File: src/rtl/keypad_pkg.sv
// Shared definitions for the keypad emulator.
//   KEY_STAR / KEY_HASH : key codes of the '*' and '#' keys
//   state_t             : press-sequence FSM states
//   key_pos_t           : {row, col} position of a key on the 4x4 matrix
//   key_to_pos()        : maps a 4-bit key code to its matrix position
package keypad_pkg;

  localparam logic [3:0] KEY_STAR = 4'hD;
  localparam logic [3:0] KEY_HASH = 4'hE;

  typedef enum logic [2:0] {
    ST_IDLE,
    ST_BOUNCE_IN,
    ST_HOLD,
    ST_BOUNCE_OUT,
    ST_GAP
  } state_t;

  typedef struct packed {
    logic [1:0] row;
    logic [1:0] col;
  } key_pos_t;

  // Matrix layout, row 0 on top: 1 2 3 A / 4 5 6 B / 7 8 9 C / * 0 # D
  function automatic key_pos_t key_to_pos(input logic [3:0] code);
    key_pos_t p;
    case (code)
      4'h1:     p = '{2'd0, 2'd0};
      4'h2:     p = '{2'd0, 2'd1};
      4'h3:     p = '{2'd0, 2'd2};
      4'hA:     p = '{2'd0, 2'd3};
      4'h4:     p = '{2'd1, 2'd0};
      4'h5:     p = '{2'd1, 2'd1};
      4'h6:     p = '{2'd1, 2'd2};
      4'hB:     p = '{2'd1, 2'd3};
      4'h7:     p = '{2'd2, 2'd0};
      4'h8:     p = '{2'd2, 2'd1};
      4'h9:     p = '{2'd2, 2'd2};
      4'hC:     p = '{2'd2, 2'd3};
      KEY_STAR: p = '{2'd3, 2'd0};
      4'h0:     p = '{2'd3, 2'd1};
      KEY_HASH: p = '{2'd3, 2'd2};
      default:  p = '{2'd3, 2'd3};  // 4'hF, the 'D' key
    endcase
    return p;
  endfunction

endpackage

File: src/rtl/keypad_emulator_if.sv
// Request handshake between a key-press requester and the keypad emulator.
//   req_valid / req_key : press request and its key code (requester -> emulator)
//   req_ready           : emulator idle and able to accept a request
//   busy                : press sequence in progress
//   done                : one-cycle pulse when a sequence completes
interface keypad_emulator_if;
  logic       req_valid;
  logic [3:0] req_key;
  logic       req_ready;
  logic       busy;
  logic       done;

  modport master (output req_valid, output req_key,
                  input  req_ready, input  busy, input done);
  modport slave  (input  req_valid, input  req_key,
                  output req_ready, output busy, output done);
endinterface

File: src/rtl/lfsr8.sv
// 8-bit maximal-length LFSR (x^8+x^6+x^5+x^4+1) driving contact bounce.
//   clk, rst : clock, asynchronous active-low reset (reloads seed 8'hA5)
//   en       : advance one step
//   q        : current register value
module lfsr8 (
  input  logic       clk,
  input  logic       rst,
  input  logic       en,
  output logic [7:0] q
);

  logic [7:0] q_q, q_d;

  always_comb begin
    q_d = q_q;
    if (en) q_d = {q_q[6:0], q_q[7] ^ q_q[5] ^ q_q[4] ^ q_q[3]};
  end

  always_ff @(posedge clk or negedge rst) begin
    if (!rst) q_q <= 8'hA5;
    else      q_q <= q_d;
  end

  assign q = q_q;

endmodule

File: src/rtl/keypad_emulator.sv
// Emulates a mechanical 4x4 keypad switch closing on request: bounce in,
// solid hold, bounce out, then a minimum open gap before the next press.
//   clk, rst : clock, asynchronous active-low reset
//   cols_in  : active-low column drive from the keypad scanner
//   rows_out : active-low emulated row lines (idle 4'b1111)
//   req      : request handshake (req_valid/req_key/req_ready/busy/done)
module keypad_emulator
  import keypad_pkg::*;
#(
  parameter int HOLD_CYC   = 1_350_000,
  parameter int BOUNCE_CYC = 135_000,
  parameter int GAP_CYC    = 540_000,
  parameter int TOGGLE_DIV = 2_700
) (
  input  logic              clk,
  input  logic              rst,
  input  logic [3:0]        cols_in,
  output logic [3:0]        rows_out,
  keypad_emulator_if.slave  req
);

  localparam int MAX_HB = (HOLD_CYC > BOUNCE_CYC) ? HOLD_CYC : BOUNCE_CYC;
  localparam int MAX_N  = (MAX_HB > GAP_CYC) ? MAX_HB : GAP_CYC;
  localparam int CW     = $clog2(MAX_N) + 1;
  localparam int DW     = (TOGGLE_DIV > 1) ? $clog2(TOGGLE_DIV) : 1;
  localparam logic [DW-1:0] DIV_LAST = DW'((TOGGLE_DIV > 0) ? TOGGLE_DIV - 1 : 0);

  state_t          state_q, state_d, nxt;
  logic [CW-1:0]   cnt_q, cnt_d;
  logic [DW-1:0]   div_q, div_d;
  key_pos_t        pos_q, pos_d;
  logic            contact_q, contact_d;
  logic            ready_q, ready_d;
  logic            busy_q, busy_d;
  logic            done_q, done_d;
  logic            load;
  logic            lfsr_en;
  logic [7:0]      lfsr_q;
  logic            unused_lfsr;

  function automatic int phase_len(input state_t s);
    case (s)
      ST_BOUNCE_IN, ST_BOUNCE_OUT: return BOUNCE_CYC;
      ST_HOLD:                     return HOLD_CYC;
      ST_GAP:                      return GAP_CYC;
      default:                     return 0;
    endcase
  endfunction

  function automatic state_t next_phase(input state_t s);
    case (s)
      ST_BOUNCE_IN:  return ST_HOLD;
      ST_HOLD:       return ST_BOUNCE_OUT;
      ST_BOUNCE_OUT: return ST_GAP;
      default:       return ST_IDLE;
    endcase
  endfunction

  // Zero-length phases are skipped entirely, so a transition lands on the
  // first phase (in sequence order) that actually has cycles to spend.
  function automatic state_t first_live(input state_t s);
    state_t t = s;
    for (int unsigned i = 0; i < 4; i++)
      if (t != ST_IDLE && phase_len(t) == 0) t = next_phase(t);
    return t;
  endfunction

  lfsr8 u_lfsr (
    .clk (clk),
    .rst (rst),
    .en  (lfsr_en),
    .q   (lfsr_q)
  );

  // Only bit 0 feeds the contact; the rest is the generator's internal state.
  assign unused_lfsr = ^lfsr_q[7:1];

  always_comb begin
    state_d   = state_q;
    cnt_d     = cnt_q;
    div_d     = div_q;
    pos_d     = pos_q;
    contact_d = contact_q;
    done_d    = 1'b0;
    lfsr_en   = 1'b0;
    load      = 1'b0;
    nxt       = ST_IDLE;

    case (state_q)
      ST_IDLE: begin
        if (req.req_valid && ready_q) begin
          pos_d = key_to_pos(req.req_key);
          nxt   = first_live(ST_BOUNCE_IN);
          load  = 1'b1;
        end
      end
      default: begin
        if (state_q == ST_BOUNCE_IN || state_q == ST_BOUNCE_OUT) begin
          if (div_q == DIV_LAST) begin
            lfsr_en   = 1'b1;
            contact_d = lfsr_q[0];
            div_d     = '0;
          end else begin
            div_d = div_q + 1'b1;
          end
        end
        if (cnt_q == '0) begin
          nxt  = first_live(next_phase(state_q));
          load = 1'b1;
        end else begin
          cnt_d = cnt_q - 1'b1;
        end
      end
    endcase

    // Phase entry: the contact level is fixed by the phase being entered,
    // which also realises the forced level on leaving each bounce phase.
    if (load) begin
      state_d   = nxt;
      cnt_d     = (nxt == ST_IDLE) ? '0 : CW'(phase_len(nxt) - 1);
      div_d     = '0;
      contact_d = (nxt == ST_HOLD) || (nxt == ST_BOUNCE_OUT);
      done_d    = (nxt == ST_IDLE);
    end

    ready_d = (state_d == ST_IDLE);
    busy_d  = !ready_d;
  end

  always_ff @(posedge clk or negedge rst) begin
    if (!rst) begin
      state_q   <= ST_IDLE;
      cnt_q     <= '0;
      div_q     <= '0;
      pos_q     <= '0;
      contact_q <= 1'b0;
      ready_q   <= 1'b1;
      busy_q    <= 1'b0;
      done_q    <= 1'b0;
    end else begin
      state_q   <= state_d;
      cnt_q     <= cnt_d;
      div_q     <= div_d;
      pos_q     <= pos_d;
      contact_q <= contact_d;
      ready_q   <= ready_d;
      busy_q    <= busy_d;
      done_q    <= done_d;
    end
  end

  // Passive switch: the closed contact joins the key's column to its row.
  always_comb begin
    rows_out = '1;
    if (contact_q && !cols_in[pos_q.col]) rows_out[pos_q.row] = 1'b0;
  end

  assign req.req_ready = ready_q;
  assign req.busy      = busy_q;
  assign req.done      = done_q;

endmodule

File: src/flat_wrapper.sv
// flat-port wrapper written by rule: the top's interface ports become plain ports
module keypad_emulator_flat import keypad_pkg::*;
#(
  parameter int HOLD_CYC   = 1_350_000,
  parameter int BOUNCE_CYC = 135_000,
  parameter int GAP_CYC    = 540_000,
  parameter int TOGGLE_DIV = 2_700
)
  (clk, rst, cols_in, rows_out, req_req_valid, req_req_key, req_req_ready, req_busy, req_done);
  keypad_emulator_if req_i ();
  input  logic clk;
  input  logic rst;
  input  logic [3:0] cols_in;
  output logic [3:0] rows_out;
  input wire logic [$bits(req_i.req_valid)-1:0] req_req_valid;
  input wire logic [$bits(req_i.req_key)-1:0] req_req_key;
  output wire logic [$bits(req_i.req_ready)-1:0] req_req_ready;
  output wire logic [$bits(req_i.busy)-1:0] req_busy;
  output wire logic [$bits(req_i.done)-1:0] req_done;
  assign req_i.req_valid = req_req_valid;
  assign req_i.req_key = req_req_key;
  assign req_req_ready = req_i.req_ready;
  assign req_busy = req_i.busy;
  assign req_done = req_i.done;
  keypad_emulator #(.HOLD_CYC(HOLD_CYC), .BOUNCE_CYC(BOUNCE_CYC), .GAP_CYC(GAP_CYC), .TOGGLE_DIV(TOGGLE_DIV)) u_core (.clk(clk), .rst(rst), .cols_in(cols_in), .rows_out(rows_out), .req(req_i));
endmodule
File: config.mk
export PLATFORM = sky130hd
export DESIGN_NAME = keypad_emulator_flat
export DESIGN_NICKNAME = d
export VERILOG_FILES = /design/src/rtl/keypad_pkg.sv /design/src/rtl/keypad_emulator_if.sv /design/src/rtl/lfsr8.sv /design/src/rtl/keypad_emulator.sv /design/src/flat_wrapper.sv
export SDC_FILE = /design/constraint.sdc
export NUM_CORES = 1
export LEC_CHECK = 0
export ABC_AREA = 1
export BUFFER_PORTS_ARGS = -buffer_cell sky130_fd_sc_hd__buf_4
export CAP_MARGIN = 20
export CORE_MARGIN = 1.5
export CORE_UTILIZATION = 40
export CTS_BUF_LIST = sky130_fd_sc_hd__clkbuf_4 sky130_fd_sc_hd__clkbuf_8 sky130_fd_sc_hd__clkbuf_16
export DETAILED_ROUTE_END_ITERATION = 16
export PLACE_DENSITY = 0.66
export SLEW_MARGIN = 0
export SYNTH_ARGS = -nofsm -noshare
export SYNTH_HDL_FRONTEND = slang
export SYNTH_SLANG_ARGS = --single-unit
File: constraint.sdc
create_clock -name clk -period 3.9 [get_ports clk]
set_clock_uncertainty 0.2 [all_clocks]
set_input_delay 0.39 -clock clk [delete_from_list [all_inputs] [get_ports clk]]
set_output_delay 0.39 -clock clk [all_outputs]
set_load 0.05 [all_outputs]
Yosys cells after proc, flatten, opt, wreduce, memory -nomap -nowiden
Memories as Yosys holds them, arrays and structs flattened. A register that Yosys moved wholly into a read port is not among the register bits.
Cells that the tools add are included.

word-level totals
  flip-flop bits (word level) = 49
  bits in latches = 0
  memory bits (writable) = 0
  ROM bits = 64
  bits of input ports = 11
  logic and storage cells = 139
  memories = 1

cells by class
  add/subtract/negate cells = 3
  multipliers = 0
  divide/modulo/power cells = 0
  order comparisons = 3
  equal/unequal tests = 26
  shift operators = 0
  muxes and demuxes = 59
  bitwise gates (word level) = 4
  reductions and logical operators = 35

memory list
  memory           depth  width  rd ports  clocked after Yosys merged registers in  write ports  RTL line          text
  (no name shown)  16     4      1         1                                        0            keypad_pkg.sv:27  case (code)

operators by type and width
  operator                                                    count
  one-hot mux 21 bit (3 select lines)                         5
  two-way mux 32 bit                                          8
  logical NOT 32 bit                                          4
  two-way mux 22 bit                                          5
  two-way mux 12 bit                                          4
  two-way mux 3 bit                                           15
  one-hot mux 3 bit (3 select lines)                          5
  equality test 3 x 2 -> 1 bit, second input constant         12
  logical NOT 22 bit                                          1
  subtractor 22 x 1 -> 22 bit, second input constant          1
  subtractor 22 x 2 -> 22 bit, second input constant          1
  equality test 3 x 1 -> 1 bit, second input constant         6
  equality test 3 bit, second input constant                  5
  two-way mux 1 bit                                           14
  adder 12 x 1 -> 12 bit, second input constant               1
  equality test 12 bit, second input constant                 1
  nonzero test 3 bit                                          4
  OR reduction 2 bit                                          5
  logical NOT 3 bit                                           3
  logical AND 1 bit                                           7
  less-than comparator 2 x 3 -> 1 bit, second input constant  2
  AND reduction 2 bit                                         3
  two-way mux 4 bit                                           1
  != test 2 x 1 -> 1 bit, second input constant               2
  other kinds (9)                                             15

Depth between registers and ports, before layout
Gate-level depths: netlist (run 1).

  word-level depth = 51
  mapped depth = 12
  gate-level depth less buffers = 11

Hierarchy
Synthesis (run 1) repeated with hierarchy kept, for this count alone.

unflattened totals
  cell total of the unflattened synthesis = 486
  area, all modules = 3425.8 µm²

modules (own cells, without submodules)
  module           times used  cells each  area an instance (µm²)  sequential area each (µm²)
  keypad_emulator  1           440         3057.9                  1127.3
  lfsr8            1           46          367.9                   205.2

Least setup slack after synthesis (run 1)
OpenSTA, ideal clock, no wires.

  path kind = flip-flop to flip-flop
  start point = register u_core.cnt_q[0]
  end point = register u_core.cnt_q[2]
  arrival = 1628 ps
  data required time = 3562 ps
  path slack = 1934 ps
  cell stages (with the launch flop) = 12
  cell sequence = dfrtp_1 -> inv_1 -> ha_1 -> nand2_2 -> nor2_8 -> nand3_4 -> nand2_4 -> nand2_2 -> buf_6 -> buf_6 -> nand2_1 -> nand3_1

on the way
  longest elaborated chain between the ends = 6
  elaborated cells between the ends (all ways) = 14
  classes of those cells = add/sub: 1; eq/ne: 2; mux: 8; reduce/logical: 3

ends and longest elaborated chain
  item                                                                                 RTL line                text
  from (decl)                                                                          keypad_emulator.sv:29   logic [CW-1:0] cnt_q, cnt_d;
  from (signal assigned)                                                               keypad_emulator.sv:142  cnt_q <= cnt_d;
  parallel branches: the longest is 6 deep, another holds subtractor 22 x 1 -> 22 bit  n/a

Parallel ways; which one is timed is not known. The select of a mux whose other input is x is not followed.
A chain may end at the register's enable or synchronous reset.

Final worst setup path (run 1)
  start point = register u_core.state_q[0]
  end point = register u_core.div_q[9]

on the way
  longest elaborated chain between the ends = 4
  elaborated cells between the ends (all ways) = 9
  classes of those cells = eq/ne: 3; mux: 2; reduce/logical: 4

ends and longest elaborated chain
  item                                                                    RTL line                                      text
  from (decl)                                                             keypad_emulator.sv:28                         state_t state_q, state_d, nxt;
  from (signal assigned)                                                  keypad_emulator.sv:141                        state_q <= state_d;
  logical NOT 3 bit, or another cell as far along                         n/a
  two-way mux 1 bit or logical OR 1 bit (tied branches)                   keypad_emulator.sv:89, keypad_emulator.sv:98
  != test 2 x 1 -> 1 bit (no line) or nonzero test 2 bit (tied branches)  n/a
  AND reduction 2 bit (no line)                                           n/a
  to (signal assigned)                                                    keypad_emulator.sv:143                        div_q <= div_d;
  to (decl)                                                               keypad_emulator.sv:30                         logic [DW-1:0] div_q, div_d;

Parallel ways exist; a longest one is shown, timed or not.

==> impl_metrics.xml, run 1 <==
<?xml version="1.0" encoding="UTF-8"?>
<metrics>
  <group name="run_status">
    <metric name="status" unit="">finished, final reports clean</metric>
  </group>
  <group name="detailed_routing">
    <metric name="routed_via_density" unit="">5.09</metric>
    <metric name="drcViolationCount" unit="">0</metric>
    <metric name="vias" unit="">2990</metric>
    <metric name="drt_pre_antenna_iters" unit="">5</metric>
    <metric name="route.antenna.remaining_nets" unit="">0</metric>
    <metric name="detailedRoute.firstIterationViolations" unit="">246</metric>
    <metric name="route.detailed.wl_per_inst" unit="um">12.6</metric>
    <metric name="wirelength" unit="um">7420</metric>
  </group>
  <group name="floorplanning">
    <metric name="fp.coreArea" unit="sq um">8130</metric>
    <metric name="io_pins" unit="">18</metric>
    <metric name="floorplan.die_area" unit="sq um">8840</metric>
    <metric name="fp-row-count" unit="">33</metric>
    <metric name="fp.dieH" unit="um">94.0</metric>
    <metric name="floorplan.initialDensity" unit="">0.408</metric>
    <metric name="dieWidth" unit="um">94.0</metric>
  </group>
  <group name="global_routing">
    <metric name="overall_global_routing_resource_usage" unit="">0.184</metric>
    <metric name="grt_max_degree" unit="">54</metric>
    <metric name="grt.busiest_layer" unit="">met2</metric>
    <metric name="vias_in_the_first_global_route" unit="">2848</metric>
    <metric name="overflow" unit="">0</metric>
    <metric name="groute.layer.met2.usage" unit="">0.287</metric>
    <metric name="grtUsageMet3" unit="">0.0388</metric>
    <metric name="antenna_found_initial" unit="">0</metric>
    <metric name="groute.layer.met1.usage" unit="">0.256</metric>
    <metric name="grt_pass1_wl" unit="um">12800</metric>
  </group>
  <group name="place">
    <metric name="globalplace.congestion" unit="">0.912</metric>
    <metric name="placed_cells_incl_taps" unit="">579</metric>
    <metric name="number_of_buffer_cells_added_on_primary_ports" unit="">17</metric>
    <metric name="hpwlAfterDp" unit="um">5420</metric>
  </group>
  <group name="synthesis">
    <metric name="proportion_of_netlist_area_held_by_the_largest_area_contributor" unit="">0.362</metric>
    <metric name="synthesized_net_count" unit="">483</metric>
    <metric name="yosys_warnings" unit="">0</metric>
    <metric name="synth-seq-area-share" unit="">0.402</metric>
    <metric name="netlist_area" unit="sq um">3320</metric>
    <metric name="yosys-top-cells-area" unit="">sky130_fd_sc_hd__dfrtp_1 (36%), sky130_fd_sc_hd__nand2_1 (16%), sky130_fd_sc_hd__nand3_1 (6.6%)</metric>
    <metric name="synth.avg_cell_area" unit="sq um">7.16</metric>
    <metric name="synth.largest_area_cell" unit="">sky130_fd_sc_hd__dfrtp_1</metric>
    <metric name="yosys.cell_types.count" unit="">35</metric>
    <metric name="netlist_instances" unit="">463</metric>
    <metric name="synth_seq_cells" unit="">53</metric>
  </group>
  <group name="hold_path">
    <metric name="min-delay-path-class" unit="">input port to flop</metric>
  </group>
  <group name="clock_tree">
    <metric name="clock-root-buffer" unit="">sky130_fd_sc_hd__clkbuf_8</metric>
    <metric name="insertion_delay" unit="ps">320</metric>
    <metric name="clock_sinks" unit="">53</metric>
    <metric name="cts_tree" unit="">built</metric>
    <metric name="max-clock-path-buffers" unit="">2</metric>
    <metric name="h-tree-depth" unit="">2</metric>
    <metric name="post_cts.repair.setup_buffers" unit="">0</metric>
    <metric name="post_cts_resized" unit="">0</metric>
    <metric name="clkSlewWorstSetupHoldPaths" unit="ps">100</metric>
    <metric name="cts_made_buffers" unit="">5</metric>
  </group>
  <group name="pwr">
    <metric name="worst_ir_drop_vdd" unit="V">0.000259</metric>
    <metric name="power-per-cell-area" unit="nW/um^2">583</metric>
    <metric name="p_leak" unit="nW">1.83</metric>
  </group>
  <group name="critical_path">
    <metric name="worstPathArrival" unit="ps">2520</metric>
    <metric name="critPathLaunchType" unit="">flop</metric>
    <metric name="endpoint_kind" unit="">flop</metric>
    <metric name="list_of_cells_traversed_by_the_critical_path" unit="">nor2_1, nand2_1, nor2_1, buf_4, inv_2, nand2_2, nand2_2, o21ai_0</metric>
    <metric name="critical_path_required" unit="ps">3940</metric>
    <metric name="crit_type" unit="">flop to flop</metric>
    <metric name="cpPeakStageDelay" unit="ps">490</metric>
    <metric name="critical_path.slowest_cell" unit="">sky130_fd_sc_hd__nand2_2</metric>
    <metric name="critical_path.max_fanout" unit="">29</metric>
  </group>
  <group name="timing">
    <metric name="max_freq" unit="MHz">404</metric>
    <metric name="setup_viol" unit="">0</metric>
    <metric name="final_hold_fails" unit="">0</metric>
    <metric name="final-max-slew-violation-count" unit="">0</metric>
    <metric name="fin_hold_ws" unit="ps">175</metric>
    <metric name="totalNegativeSetupSlack" unit="ps">0</metric>
    <metric name="period_share" unit="">0.634</metric>
    <metric name="unrepaired_setup_endpoints_after_global_routing" unit="">false</metric>
    <metric name="worst_case_headroom_to_the_max_slew_limit" unit="">0.563</metric>
    <metric name="layout_min_cycle_time" unit="ps">2470</metric>
    <metric name="timing_worst_slew_pin_value" unit="ps">655</metric>
  </group>
  <group name="final_layout">
    <metric name="syn_to_final_growth" unit="%">10.6</metric>
    <metric name="fin_cells" unit="">588</metric>
    <metric name="num_antenna_cells" unit="">0</metric>
    <metric name="filler_cell_count" unit="">801</metric>
    <metric name="fraction_of_final_layout_cells_with_drive_strength_greater_than_1" unit="">0.0994</metric>
    <metric name="fin_nets" unit="">502</metric>
  </group>
  <group name="job">
    <metric name="drv.max_cap_violation_count" unit="">0</metric>
  </group>
</metrics>
state kept, by name, indices dropped and copies added (netlist names):
name,flops
u_core.cnt_q,22
u_core.contact_q,1
u_core.div_q,12
u_core.pos_q,4
u_core.req.busy,1
u_core.req.done,1
u_core.req.req_ready,1
u_core.state_q,3
u_core.u_lfsr.q,8
critical path: cells and delay by family, from the launching register on:
family / cells / cell delay [ps]
AO/OA/AOI/OAI: 1 / 210
buffers and inverters: 2 / 390
flip-flops: 1 / 440
AND/OR/NAND/NOR: 5 / 1160
synthesized netlist by cell type:
master and count:
sky130_fd_sc_hd__nand2_1 137, sky130_fd_sc_hd__nor2_1 57, sky130_fd_sc_hd__inv_1 52, sky130_fd_sc_hd__dfrtp_1 48, sky130_fd_sc_hd__nand3_1 44, sky130_fd_sc_hd__o21ai_0 21, sky130_fd_sc_hd__nand4_1 16, sky130_fd_sc_hd__a21oi_1 10
sky130_fd_sc_hd__ha_1 9, sky130_fd_sc_hd__xnor2_1 7, sky130_fd_sc_hd__xor2_1 7, sky130_fd_sc_hd__nor3_1 6, sky130_fd_sc_hd__o211ai_1 6, sky130_fd_sc_hd__dfstp_2 5, sky130_fd_sc_hd__nand2_2 5, sky130_fd_sc_hd__nor2_2 4
sky130_fd_sc_hd__buf_2 3, sky130_fd_sc_hd__clkbuf_1 3, sky130_fd_sc_hd__o21ai_1 3, sky130_fd_sc_hd__a22oi_1 2, sky130_fd_sc_hd__buf_6 2, sky130_fd_sc_hd__inv_2 2, sky130_fd_sc_hd__o22ai_1 2, sky130_fd_sc_hd__a211oi_1 1
sky130_fd_sc_hd__a21boi_1 1, sky130_fd_sc_hd__a21o_1 1, sky130_fd_sc_hd__nand2_4 1, sky130_fd_sc_hd__nand3_4 1, sky130_fd_sc_hd__nand3b_1 1, sky130_fd_sc_hd__nor2_8 1, sky130_fd_sc_hd__nor3_2 1, sky130_fd_sc_hd__nor3b_1 1
sky130_fd_sc_hd__o21bai_1 1, sky130_fd_sc_hd__o311ai_0 1, sky130_fd_sc_hd__or2_2 1
layer usage:
layer | wire [um] | share of wire
met1 | 3560 | 0.48
met2 | 3330 | 0.45
met3 | 387 | 0.052
met4 | 138 | 0.019
met5 | 0 | 0
cell type report:
| type | instances | area, sq um | area share |
|---|---|---|---|
| flip-flops and latches | 53 | 1330 | 0.363 |
| inverters | 54 | 203 | 0.0553 |
| well taps | 105 | 131 | 0.0358 |
| repair buffers | 20 | 153 | 0.0416 |
| clock inverters | 3 | 46.3 | 0.0126 |
| clock buffers | 5 | 68.8 | 0.0188 |
| multi-input cells | 348 | 1730 | 0.472 |
logic make-up (layout without fill, tap and decap cells):
family                   count (synthesis)  after routing  share of synthesized area
flip-flops                              53             53                      0.402
AO/OA/AOI/OAI                           49             49                     0.0849
buffers and inverters                   62             82                     0.0758
AND/OR/NAND/NOR                        276            276                      0.366
adder cells (fa/ha/maj)                  9              9                     0.0340
XOR/XNOR                                14             14                     0.0370
stage by stage:
step | power (mW) | setup slack (ps) | utilization | instance area (sq um)
finish | 2.14 | 1430 | 0.451 | 3670
global route | 2.32 | 1120 | 0.451 | 3670
CTS | 2.15 | 1430 | 0.451 | 3670
detailed placement | 1.75 | 1430 | 0.435 | 3540
global placement | 1.74 | 1490 | 0.435 | 3540
floorplan | 1.53 | 1930 | - | 3320
layout by cell type (no fill, tap or decap), types with 3 or more instances in the layout:
master	instances
sky130_fd_sc_hd__nand2_1	137
sky130_fd_sc_hd__nor2_1	57
sky130_fd_sc_hd__inv_1	52
sky130_fd_sc_hd__dfrtp_1	48
sky130_fd_sc_hd__nand3_1	44
sky130_fd_sc_hd__o21ai_0	21
sky130_fd_sc_hd__buf_4	19
sky130_fd_sc_hd__nand4_1	16
sky130_fd_sc_hd__a21oi_1	10
sky130_fd_sc_hd__ha_1	9
sky130_fd_sc_hd__xor2_1	7
sky130_fd_sc_hd__xnor2_1	7
sky130_fd_sc_hd__o211ai_1	6
sky130_fd_sc_hd__nor3_1	6
sky130_fd_sc_hd__nand2_2	5
sky130_fd_sc_hd__clkbuf_8	5
sky130_fd_sc_hd__dfstp_2	5
sky130_fd_sc_hd__nor2_2	4
sky130_fd_sc_hd__o21ai_1	3
repair_timing:
action,4_1_cts,5_1_grt
hold buffers,1,0
endpoints found under the hold margin,48,0
endpoints found under the setup margin,0,0
where the power goes:
part	internal, mW	total (mW)	switching (mW)
clock	0.192	0.387	0.195
combinational	0.286	0.947	0.660
sequential	0.680	0.803	0.124
total	1.16	2.14	0.979
worst paths after layout:
path | from | endpoint | slack [ps] | cells after the start
setup / recovery | u_core.state_q[0]$_DFF_PN0_ | u_core.div_q[9]$_DFFE_PN0P_ | 1430 | 8
min in group asynchronous | rst | u_core.div_q[8]$_DFFE_PN0P_ | 450 | 2
setup reg to reg | u_core.state_q[0]$_DFF_PN0_ | u_core.div_q[9]$_DFFE_PN0P_ | 1430 | 8
max in group asynchronous | rst | u_core.cnt_q[6]$_DFFE_PN0P_ | 2620 | 2
hold / removal | req_req_key[3] | u_core.pos_q[1]$_DFFE_PN0P_ | 180 | 3
hold reg to reg | u_core.u_lfsr.q[2]$_DFFE_PN1P_ | u_core.u_lfsr.q[2]$_DFFE_PN1P_ | 270 | 2
Power figures use the tool's default switching activity.
==> run 2: changes to the inputs <==
--- a/config.mk
+++ b/config.mk
@@ -5,7 +5,7 @@
 export SDC_FILE = /design/constraint.sdc
 export NUM_CORES = 1
 export LEC_CHECK = 0
-export ABC_AREA = 1
+export ABC_AREA = 0
 export BUFFER_PORTS_ARGS = -buffer_cell sky130_fd_sc_hd__buf_4
 export CAP_MARGIN = 20
 export CORE_MARGIN = 1.5
==> constraint.sdc (replaced) <==
create_clock -name clk -period 2.5 [get_ports clk]
set_clock_uncertainty 0.2 [all_clocks]
set_input_delay 0.25 -clock clk [delete_from_list [all_inputs] [get_ports clk]]
set_output_delay 0.25 -clock clk [all_outputs]
set_load 0.05 [all_outputs]
==> run 2 against run 1 <==
  * Critical path depth unchanged
  * Via count increased by 0.10%
  * Total power decreased by 34%
  * Sequential power increased by 6.7%
  * Combinational power decreased by 94%
  * Setup slack got worse by 1400 ps
==> impl_metrics.xml, run 2 <==
<?xml version="1.0" encoding="UTF-8"?>
<metrics>
  <group name="detailed_routing">
    <metric name="vias" unit="">2993</metric>
    <metric name="dr.max_layer_used" unit="">met4</metric>
    <metric name="wirelength" unit="um">8360</metric>
    <metric name="wl_met2" unit="um">3990</metric>
    <metric name="route.antenna.remaining_nets" unit="">0</metric>
    <metric name="met3_wirelength" unit="um">334</metric>
    <metric name="drt_pre_antenna_iters" unit="">5</metric>
    <metric name="routed_via_density" unit="">5.90</metric>
    <metric name="m1WireLength" unit="um">3880</metric>
    <metric name="drcViolationCount" unit="">0</metric>
    <metric name="detailedRoute.firstIterationViolations" unit="">291</metric>
    <metric name="route.detailed.wl_per_inst" unit="um">16.5</metric>
  </group>
  <group name="synthesis">
    <metric name="synth_edf_count" unit="">0</metric>
    <metric name="synth_async_sr_flop_share" unit="">1.00</metric>
    <metric name="yosys.cell_types.count" unit="">60</metric>
    <metric name="synth.top_cells.by_count" unit="">sky130_fd_sc_hd__dfrtp_1 (48), sky130_fd_sc_hd__nor2_1 (29), sky130_fd_sc_hd__nand2_1 (28)</metric>
    <metric name="netlist_area" unit="sq um">3220</metric>
    <metric name="synthesized_net_count" unit="">372</metric>
    <metric name="yosys_warnings" unit="">0</metric>
    <metric name="dominantRegCellSynth" unit="">sky130_fd_sc_hd__dfrtp_1</metric>
    <metric name="synthMostInstantiatedCell" unit="">sky130_fd_sc_hd__dfrtp_1</metric>
    <metric name="synth_seq_cells" unit="">53</metric>
    <metric name="netlist_instances" unit="">352</metric>
    <metric name="yosys-top-cells-area" unit="">sky130_fd_sc_hd__dfrtp_1 (37%), sky130_fd_sc_hd__o21ai_0 (4.2%), sky130_fd_sc_hd__dfstp_2 (4.1%)</metric>
    <metric name="synth.avg_cell_area" unit="sq um">9.14</metric>
    <metric name="proportion_of_netlist_area_held_by_the_largest_area_contributor" unit="">0.373</metric>
    <metric name="synth.largest_area_cell" unit="">sky130_fd_sc_hd__dfrtp_1</metric>
    <metric name="synth-seq-area-share" unit="">0.414</metric>
  </group>
  <group name="final_layout">
    <metric name="fraction_of_final_layout_cells_with_drive_strength_greater_than_1" unit="">0.281</metric>
    <metric name="most-common-layout-cells" unit="">sky130_fd_sc_hd__buf_4 (61), sky130_fd_sc_hd__dfrtp_1 (48), sky130_fd_sc_hd__nor2_1 (28)</metric>
    <metric name="max_flop_register" unit="">u_core.cnt_q</metric>
    <metric name="filler_cell_count" unit="">748</metric>
    <metric name="layout.cells.most_common" unit="">sky130_fd_sc_hd__buf_4</metric>
    <metric name="syn_to_final_growth" unit="%">22.3</metric>
    <metric name="largest_register_ffs" unit="">22</metric>
    <metric name="layout.core_utilization" unit="">0.507</metric>
    <metric name="fin_nets" unit="">424</metric>
    <metric name="num_antenna_cells" unit="">0</metric>
  </group>
  <group name="clock_tree">
    <metric name="cts_tree" unit="">built</metric>
    <metric name="h-tree-depth" unit="">2</metric>
    <metric name="max-clock-path-buffers" unit="">2</metric>
    <metric name="clock_sinks" unit="">53</metric>
    <metric name="insertion_delay" unit="ps">320</metric>
    <metric name="clkSlewWorstSetupHoldPaths" unit="ps">90</metric>
    <metric name="clock-root-buffer" unit="">sky130_fd_sc_hd__clkbuf_8</metric>
    <metric name="cts_made_buffers" unit="">5</metric>
  </group>
  <group name="critical_path">
    <metric name="critical_path.max_fanout" unit="">4</metric>
    <metric name="critical_path_required" unit="ps">2550</metric>
    <metric name="critPathLaunchType" unit="">flop</metric>
    <metric name="setup.reg_to_reg.worst_slack" unit="ps">6</metric>
    <metric name="worstPathArrival" unit="ps">2550</metric>
    <metric name="cp-endpoint" unit="">u_core.cnt_q[17]$_DFFE_PN0P_</metric>
    <metric name="critical_path.reg2reg.endpoint" unit="">u_core.cnt_q[17]$_DFFE_PN0P_</metric>
    <metric name="r2r_cells" unit="">8</metric>
    <metric name="crit_type" unit="">flop to flop</metric>
    <metric name="worstSetupStartpoint" unit="">u_core.cnt_q[1]$_DFFE_PN0P_</metric>
    <metric name="endpoint_kind" unit="">flop</metric>
    <metric name="timing.rr.start" unit="">u_core.cnt_q[1]$_DFFE_PN0P_</metric>
  </group>
  <group name="global_routing">
    <metric name="grt_max_degree" unit="">54</metric>
    <metric name="overall_global_routing_resource_usage" unit="">0.203</metric>
    <metric name="antenna_found_initial" unit="">0</metric>
    <metric name="grt_pass1_wl" unit="um">13800</metric>
    <metric name="overflow" unit="">0</metric>
    <metric name="vias_in_the_first_global_route" unit="">2772</metric>
  </group>
  <group name="pwr">
    <metric name="p_leak" unit="nW">1.67</metric>
    <metric name="power-per-cell-area" unit="nW/um^2">358</metric>
    <metric name="worst_ir_drop_vdd" unit="V">0.000265</metric>
    <metric name="power_total" unit="mW">1.41</metric>
  </group>
  <group name="floorplanning">
    <metric name="fp-row-count" unit="">32</metric>
    <metric name="floorplan.initialDensity" unit="">0.414</metric>
    <metric name="dieWidth" unit="um">92.7</metric>
    <metric name="fp.coreArea" unit="sq um">7770</metric>
    <metric name="floorplan.die_area" unit="sq um">8590</metric>
    <metric name="fp.dieH" unit="um">92.7</metric>
    <metric name="io_pins" unit="">18</metric>
  </group>
  <group name="timing">
    <metric name="unrepaired_setup_endpoints_after_global_routing" unit="">true</metric>
    <metric name="layout_min_cycle_time" unit="ps">2490</metric>
    <metric name="worst_slack" unit="ps">6.15</metric>
    <metric name="final-max-slew-violation-count" unit="">0</metric>
    <metric name="worst_case_headroom_to_the_max_slew_limit" unit="">0.556</metric>
    <metric name="setup_viol" unit="">0</metric>
    <metric name="final_hold_fails" unit="">0</metric>
    <metric name="max_freq" unit="MHz">401</metric>
    <metric name="timing_worst_slew_pin_value" unit="ps">666</metric>
    <metric name="totalNegativeSetupSlack" unit="ps">0</metric>
    <metric name="period_share" unit="">0.998</metric>
  </group>
  <group name="hold_path">
    <metric name="min-delay-path-class" unit="">input port to flop</metric>
    <metric name="timing.hold.worst.start" unit="">req_req_key[2]</metric>
  </group>
  <group name="place">
    <metric name="placement.setup.worst_slack" unit="ps">-56.1</metric>
    <metric name="hpwlAfterDp" unit="um">6040</metric>
    <metric name="globalplace.congestion" unit="">0.957</metric>
    <metric name="number_of_buffer_cells_added_on_primary_ports" unit="">17</metric>
  </group>
  <group name="job">
    <metric name="drv.max_cap_violation_count" unit="">0</metric>
  </group>
  <group name="run_status">
    <metric name="status" unit="">finished, final reports clean</metric>
  </group>
</metrics>
run 2: changes by cell type after synthesis, moves of 11 or more:
cell / delta
sky130_fd_sc_hd__nand2_1: -109
sky130_fd_sc_hd__inv_1: -41
sky130_fd_sc_hd__nand3_1: -33
sky130_fd_sc_hd__nor2_1: -28
sky130_fd_sc_hd__a21oi_1: +14
sky130_fd_sc_hd__nand4_1: -12
sky130_fd_sc_hd__or3_1: +11
run 2: cell families after synthesis:
| family | share of synthesized area |
|---|---|
| adder cells (fa/ha/maj) | 0.0350 |
| multiplexers | 0.0478 |
| AO/OA/AOI/OAI | 0.215 |
| flip-flops | 0.414 |
| XOR/XNOR | 0.0109 |
| buffers and inverters | 0.0404 |
| AND/OR/NAND/NOR | 0.236 |
run 2: worst min-delay path by stage:
stage	end	depth (start not counted)	slack [ps]
final	u_core.pos_q[3]$_DFFE_PN0P_	4	80
after global routing	u_core.pos_q[3]$_DFFE_PN0P_	4	120
after CTS	u_core.pos_q[3]$_DFFE_PN0P_	4	80
after detailed placement	u_core.div_q[8]$_DFFE_PN0P_	1	140
after global placement	u_core.div_q[8]$_DFFE_PN0P_	1	130
after floorplan	u_core.cnt_q[0]$_DFFE_PN0P_	0	-250
run 2: area by class of cell:
class / instances / area [sq um] / share of cell area
well taps: 102 / 128 / 0.0324
inverters: 11 / 41.3 / 0.0105
flip-flops and latches: 53 / 1330 / 0.339
repair buffers: 65 / 510 / 0.130
clock inverters: 2 / 10.0 / 0.00254
clock buffers: 6 / 76.3 / 0.0194
multi-input cells: 268 / 1840 / 0.467
run 2: worst max-delay path, cell delays in order (launching register included):
cell                      delay (ps)
sky130_fd_sc_hd__dfrtp_1         410
sky130_fd_sc_hd__inv_2            80
sky130_fd_sc_hd__ha_4            140
sky130_fd_sc_hd__or3b_4          430
sky130_fd_sc_hd__nor4_4          410
sky130_fd_sc_hd__nand2_2         160
sky130_fd_sc_hd__o41ai_4         330
sky130_fd_sc_hd__buf_4           190
sky130_fd_sc_hd__a211o_1         100
run 2: routing by layer:
layer | vias up | global-route usage
met1 | 1457 | 0.286
li1 | 1431 | -
met4 | 0 | 0.0644
met5 | - | 0
met2 | 90 | 0.325
met3 | 15 | 0.0255
run 2: stage by stage:
step	instances	hold WS, ps	cell area (sq um)
final	507	82.4	3940
after global routing	507	125	3940
after CTS	502	77.0	3830
after detailed placement	493	137	3730
after global placement	493	133	3730
after floorplan	352	-246	3230
run 2: power breakdown:
group | internal, mW | leakage [nW] | switching [mW]
combinational | 0.0221 | 1.00 | 0.0353
clock | 0.206 | 0.0484 | 0.288
sequential | 0.857 | 0.614 | 0
run 2: repair_timing:
item / 4_1_cts / 5_1_grt
endpoints found under the hold margin: 48 / 0
endpoints found under the setup margin: 5 / 32
hold buffers: 1 / 0
pin swaps: 0 / 3
gates resized for setup: 2 / 17
setup buffers: 0 / 5
